`config.mk`:
```
export PLATFORM = sky130hd
export DESIGN_NAME = if_id_stage_buffer
export DESIGN_NICKNAME = d
export VERILOG_FILES = /design/src/rtl/if_id_stage_buffer.sv
export SDC_FILE = /design/constraint.sdc
export NUM_CORES = 1
export LEC_CHECK = 0
export ABC_AREA = 1
export CAP_MARGIN = 10
export CORE_MARGIN = 2
export CORE_UTILIZATION = 38
export DETAILED_ROUTE_END_ITERATION = 6
export DONT_BUFFER_PORTS = 1
export PLACE_DENSITY = 0.63
export RECOVER_POWER = 50
export SYNTH_ARGS = -nofsm -noshare
export SYNTH_HDL_FRONTEND = slang
export SYNTH_SLANG_ARGS = --single-unit
```
`constraint.sdc`:
```
create_clock -name clk -period 1.95 [get_ports clk]
set_input_delay 0.39 -clock clk [delete_from_list [all_inputs] [get_ports clk]]
set_output_delay 0.39 -clock clk [all_outputs]
set_load 0.02 [all_outputs]
```
`src/rtl/if_id_stage_buffer.sv`:
```
// IF/ID pipeline register: pairs an opcode word with an optional immediate word
// and presents one registered packet (instruction, immediate, PC, valid) to decode.
//
// state | meaning
// ------+----------------------------------------------------------
// S_OP  | next fetched word is an opcode
// S_IMM | opcode with immediate flag is held, next word is its immediate
module if_id_stage_buffer #(
  parameter int          IMM_FLAG_BIT = 0,
  parameter logic [15:0] NOP_WORD     = 16'h0000
) (
  input  logic        clk,
  input  logic        rst,
  input  logic        stall,
  input  logic        flush,
  input  logic [15:0] instr_in,
  input  logic [31:0] pc_in,
  output logic [15:0] instr_out,
  output logic [15:0] imm_out,
  output logic [31:0] pc_out,
  output logic        valid_out,
  output logic        imm_pending
);

  typedef enum logic {
    S_OP  = 1'b0,
    S_IMM = 1'b1
  } state_t;

  state_t      state_q, state_d;

  logic [15:0] hold_op_q, hold_op_d;
  logic [31:0] hold_pc_q, hold_pc_d;
  logic [15:0] instr_q, instr_d;
  logic [15:0] imm_q, imm_d;
  logic [31:0] pc_q, pc_d;
  logic        valid_q, valid_d;

  logic        advance;
  logic        imm_flag;

  // flush outranks stall, so a flushed cycle never advances the pipeline
  assign advance  = !flush && !stall;
  assign imm_flag = instr_in[IMM_FLAG_BIT];

  always_ff @(posedge clk) begin
    if (!rst) begin
      state_q <= S_OP;
    end else begin
      state_q <= state_d;
    end
  end

  always_comb begin
    state_d = state_q;
    if (flush) begin
      state_d = S_OP;
    end else if (advance) begin
      case (state_q)
        S_OP:    state_d = imm_flag ? S_IMM : S_OP;
        S_IMM:   state_d = S_OP;
        default: state_d = S_OP;
      endcase
    end
  end

  always_comb begin
    hold_op_d = hold_op_q;
    hold_pc_d = hold_pc_q;
    instr_d   = instr_q;
    imm_d     = imm_q;
    pc_d      = pc_q;
    valid_d   = valid_q;
    if (flush) begin
      instr_d = NOP_WORD;
      imm_d   = 16'h0000;
      valid_d = 1'b0;
    end else if (advance) begin
      case (state_q)
        S_OP: begin
          if (imm_flag) begin
            hold_op_d = instr_in;
            hold_pc_d = pc_in;
            instr_d   = NOP_WORD;
            imm_d     = 16'h0000;
            valid_d   = 1'b0;
          end else begin
            instr_d = instr_in;
            imm_d   = 16'h0000;
            pc_d    = pc_in;
            valid_d = 1'b1;
          end
        end
        S_IMM: begin
          // the immediate word is taken verbatim, its flag bit is not examined
          instr_d = hold_op_q;
          imm_d   = instr_in;
          pc_d    = hold_pc_q;
          valid_d = 1'b1;
        end
        default: begin
          instr_d = NOP_WORD;
          imm_d   = 16'h0000;
          valid_d = 1'b0;
        end
      endcase
    end
  end

  always_ff @(posedge clk) begin
    if (!rst) begin
      hold_op_q <= 16'h0000;
      hold_pc_q <= 32'h0000_0000;
      instr_q   <= NOP_WORD;
      imm_q     <= 16'h0000;
      pc_q      <= 32'h0000_0000;
      valid_q   <= 1'b0;
    end else begin
      hold_op_q <= hold_op_d;
      hold_pc_q <= hold_pc_d;
      instr_q   <= instr_d;
      imm_q     <= imm_d;
      pc_q      <= pc_d;
      valid_q   <= valid_d;
    end
  end

  assign instr_out   = instr_q;
  assign imm_out     = imm_q;
  assign pc_out      = pc_q;
  assign valid_out   = valid_q;
  assign imm_pending = (state_q == S_IMM);

endmodule
```
==> flow_metrics.tcl, run 1 <==
set metrics [dict create \
    min_from "rst" \
    final_antenna_net_count 0 \
    yosysTopAreaCell "dfxtp_1" \
    min_to "hold_pc_q[21]" \
    final_common_cell "nand2_1" \
    cap_violations 0 \
    cts-buffers-inserted 17 \
    maxSlewHeadroom_pct 35.9 \
    net-switching-power_mw 1.33 \
    crit_chain "buf_4" \
    ys_ff_latch 114 \
    yosys.area.top_type_share_pct 50.0 \
    crit_fanout 42 \
    boundaryPins 118 \
    synth_nets 706 \
    cts_tree "done" \
    p_comb_share_pct 6.2 \
    clock_skew_ns 0.00965 \
    die-area_sq_um 12900 \
    setup-violations-final 0 \
    worst_setup_path_end_kind "output pin" \
    yosysSeqAreaShare_pct 50.0 \
    cts_num_sinks 114 \
    cts-root-buf "clkbuf_16" \
    grt_first_pass_wirelength_microns 18000 \
    die_y_microns 114 \
    routedWlPerCell_microns 14.1 \
    layout_min_cycle_time_ns 1.63 \
    cts-hold-fix-buffers 0 \
    h-tree-depth 4 \
    r2r-end "instr_out[2]" \
    drive_gt1_share_pct 6.79 \
    cp.required_ns 1.56 \
    synth.avg_cell_area_sq_um 6.98 \
    p_leak_nw 2.07 \
    rsz0062_at_grt "no" \
    numPortBuffers 0 \
    die_w_microns 114 \
    grtUsageTotal_pct 17.8 \
    cts_buffer_depth 2 \
    reg2reg_depth 5 \
    worstHoldPathCells 2 \
    power_density_nw_per_um2 1120 \
    num_antenna_cells 0 \
    clock_latency_ns 0.41 \
    path_clk_slew_ns 0.05 \
    power_frac_seq_pct 44.0 \
    dpl.hpwl_microns 7280 \
    gp_congestion 0.794 \
    status "finished, final reports clean" \
    route.detailed.drc 0 \
    critPathKind "flop to output pin" \
    wirelength_microns 11200 \
    areaGrowthSynthToFinish_pct 12.9 \
    hold_path.class "primary input to flop" \
    crit_cells 1 \
    syn-instance-count 654 \
    postCtsSetupBuffers 0 \
    antenna_found_initial 0 \
    internal-power_mw 4.45 \
    nets 690 \
    synth_top_cells_by_area "dfxtp_1 (50%), nand2_1 (16%), nor2_1 (13%)" \
    r2r_slack_ns 0.40 \
    crit_buf_inv 1 \
    crit_family "buffers and inverters" \
    grt_max_degree 81 \
    tightest_slew_ns 0.960 \
    crit_slowest_cell "buf_4" \
    rows 40 \
    grt_pass1_vias 3636 \
    dr_total_vias 3953 \
    maxSlewViolCount 0 \
    ys.warnings.count 0 \
    r2r-start "imm_pending" \
    design.core.area_sq_um 11900 \
    start_util_pct 38.5 \
    max_freq_ghz 0.614 \
    ys_types 17 \
    swShare_pct 23.0 \
    power.share.clock_pct 49.8 \
    dp.cells 766 \
    fin_cells 795 \
    worst_setup_path_start_kind "flop" \
    tns_ns 0 \
    syn-cell-area_sq_um 4570 \
    avgViaCountPerCell 4.97 \
    period_share_pct 83.6 \
    overflow 0 \
    ir_worst_vdd_uv 463 \
    hold_viol_final 0 \
    critical_path.max_stage_delay_ns 0.43 \
    dr.pass1.iters 4 \
    final_cell_mix "nand2_1 (190), nor2_1 (164), dfxtp_1 (114)" \
    cts_resized 0 \
    crit_arrival_ns 1.24 \
    drt_iter0_drc 181 \
]
## per-layer routing
layer | vias to the layer above | share of wire, % | track usage, %
met2 | 129 | 48 | 28.7
li1 | 2027 | - | -
met4 | 0 | 2.0 | 8.46
met5 | - | 0 | 0
met3 | 18 | 9.8 | 8.13
met1 | 1779 | 41 | 20.1
## sequential cells by signal, summed over array words and instances (netlist names)
| register | flops |
|---|---|
| valid_out | 1 |
| imm_pending | 1 |
| pc_out | 32 |
| hold_op_q | 16 |
| imm_out | 16 |
| instr_out | 16 |
| hold_pc_q | 32 |
## per-stage QoR
step | cell area (sq um) | hold slack, ns | power, mW | util, % | setup slack (ns)
2_1_floorplan | 4570 | 0.440 | 2.90 | - | 0.694
3_3_place_gp | 4610 | 0.460 | 2.94 | 38.9 | 0.538
3_5_place_dp | 4610 | 0.471 | 2.96 | 38.9 | 0.465
4_1_cts | 5160 | 0.102 | 5.85 | 43.5 | 0.338
5_1_grt | 5160 | 0.0976 | 6.04 | 43.5 | 0.210
6_report | 5160 | 0.122 | 5.78 | 43.5 | 0.321
## cells by family after synthesis
family                 synth area share (%)
buffers and inverters                  5.95
AND/OR/NAND/NOR                        31.7
flip-flops                             50.0
AO/OA/AOI/OAI                          12.4
## worst max path at each step
stage                 from           to
6_report       imm_pending  imm_pending
5_1_grt        imm_pending    pc_out[3]
4_1_cts        imm_pending  imm_pending
3_5_place_dp           rst   imm_out[2]
3_3_place_gp           rst   imm_out[1]
2_1_floorplan  imm_pending   pc_out[21]
## cell usage after synthesis, drive strengths merged
library cell / number
nand3: 17
clkbuf: 14
nand2: 192
buf: 31
dfxtp: 114
a21oi: 32
o21ai: 81
inv: 7
nor2: 166
## power by group through the flow
stage               logic, mW  clock network, mW  registers (mW)
floorplan               0.320                  0            2.58
global placement        0.356                  0            2.59
detailed placement      0.366                  0            2.59
CTS                     0.367               2.94            2.54
global route            0.419               3.06            2.55
finish                  0.359               2.88            2.54
## layout make-up
| type | count | area, sq um |
|---|---|---|
| flip-flops and latches | 114 | 2280 |
| clock inverters | 5 | 52.6 |
| repair buffers | 10 | 100 |
| well taps | 147 | 184 |
| multi-input cells | 488 | 2010 |
| clock buffers | 24 | 502 |
| fillers | 1212 | 6710 |
| inverters | 7 | 26.3 |
No activity file was read; power rests on OpenSTA's default activity.
==> inputs of run 2 (changes only) <==
Clock period 1.95 ns to 1.58 ns, I/O delays scaled along.
==> flow_metrics.tcl, run 2 (synthesis gave the netlist of run 1 again) <==
set metrics [dict create \
    cts_tree "done" \
    pre_cts_ws_ns 0.229 \
    crit_family "flip-flops" \
    crit_slowest_cell "dfxtp_2" \
    total_power_mw 7.47 \
    crit_fanout 43 \
    num_antenna_cells 0 \
    grtUsageTotal_pct 18.4 \
    power_density_nw_per_um2 1420 \
    drt_iter0_drc 213 \
    ir_worst_vdd_uv 549 \
    hold_viol_final 0 \
    tightest_slew_ns 0.448 \
    crit_buf_inv 1 \
    path_clk_slew_ns 0.06 \
    cp.required_ns 1.26 \
    routedWlPerCell_microns 14.3 \
    maxSlewViolCount 0 \
    grt_max_degree 81 \
    crit_chain "buf_12" \
    worstSetupStartpoint "imm_pending" \
    critPathKind "flop to output pin" \
    grt_first_pass_wirelength_microns 18600 \
    p_leak_nw 2.11 \
    cts-buffers-inserted 17 \
    wirelength_microns 11500 \
    cts_resized 0 \
    crit_arrival_ns 1.14 \
    cap_violations 0 \
    utilization_pct 44.3 \
    hold_path.class "primary input to flop" \
    grt_pass1_vias 3750 \
    final.setup.worst_slack_ns 0.129 \
    worst_setup_path_end_kind "output pin" \
    cts_buffer_depth 2 \
    max_freq_ghz 0.689 \
    cts_num_sinks 114 \
    critical_path.max_stage_delay_ns 0.45 \
    period_share_pct 91.8 \
    numPortBuffers 0 \
    setup-violations-final 0 \
    drive_gt1_share_pct 8.38 \
    status "finished, final reports clean" \
    dr.pass1.iters 5 \
    areaGrowthSynthToFinish_pct 15.1 \
    design.core.area_sq_um 11900 \
    rsz0062_at_grt "no" \
    min_from "rst" \
    tns_ns 0 \
    die_w_microns 114 \
    boundaryPins 118 \
    nets 696 \
    worst_setup_path_start_kind "flop" \
    h-tree-depth 4 \
    dr_total_vias 4049 \
    final_antenna_net_count 0 \
    overflow 0 \
    start_util_pct 38.5 \
    clock_latency_ns 0.41 \
    die_y_microns 114 \
    rows 40 \
    gp_congestion 0.761 \
    maxSlewHeadroom_pct 70.1 \
    route.detailed.drc 0 \
    antenna_found_initial 0 \
    cts-root-buf "clkbuf_16" \
    layout_min_cycle_time_ns 1.45 \
    dpl.hpwl_microns 7770 \
    die-area_sq_um 12900 \
    r2r-start "imm_pending" \
    final_cell_mix "nand2_1 (190), nor2_1 (163), dfxtp_1 (113)" \
    postCtsSetupBuffers 0 \
    final_common_cell "nand2_1" \
    cts-hold-fix-buffers 0 \
    avgViaCountPerCell 5.04 \
    clock_skew_ns 0.00865 \
]
## run 2: layout make-up
cell class / instances / area, sq um
Inverter: 7 / 26.3
Sequential cell: 114 / 2280
Clock buffer: 21 / 470
Fill cell: 1214 / 6610
Tap cell: 147 / 184
Multi-Input combinational cell: 488 / 2020
Timing Repair Buffer: 16 / 143
Clock inverter: 10 / 133
## run 2: per-stage QoR
step	hold slack, ns	std cells	instance area, sq um
3_5_place_dp	0.459	772	4670
5_1_grt	0.0276	803	5260
2_1_floorplan	0.440	654	4570
3_3_place_gp	0.458	772	4670
6_report	0.0364	803	5260
4_1_cts	0.0186	803	5270
## run 2: worst paths after layout
kind / endpoint / slack (ns) / cells after the start
min reg2reg: hold_op_q[0] / 0.47 / 2
max reg2reg: hold_op_q[4] / 0.21 / 6
min: hold_pc_q[17] / 0.04 / 2
max: imm_pending / 0.13 / 1
## run 2: where the power goes
part	total (mW)	internal (mW)	switching [mW]	leakage [nW]
Combinational	0.455	0.169	0.286	0.895
Clock	3.88	2.58	1.30	0.291
Sequential	3.14	3.00	0.141	0.929
Total	7.47	5.75	1.72	2.11
## run 2: layer usage
| layer | track usage [%] | part of all wire [%] | wire length, microns | vias to the layer above |
|---|---|---|---|---|
| met1 | 21.3 | 41 | 4690 | 1847 |
| li1 | - | - | - | 2043 |
| met2 | 29.8 | 47 | 5420 | 134 |
| met3 | 8.13 | 9.5 | 1090 | 25 |
| met5 | 0 | 0 | 0 | - |
| met4 | 7.89 | 2.3 | 261 | 0 |
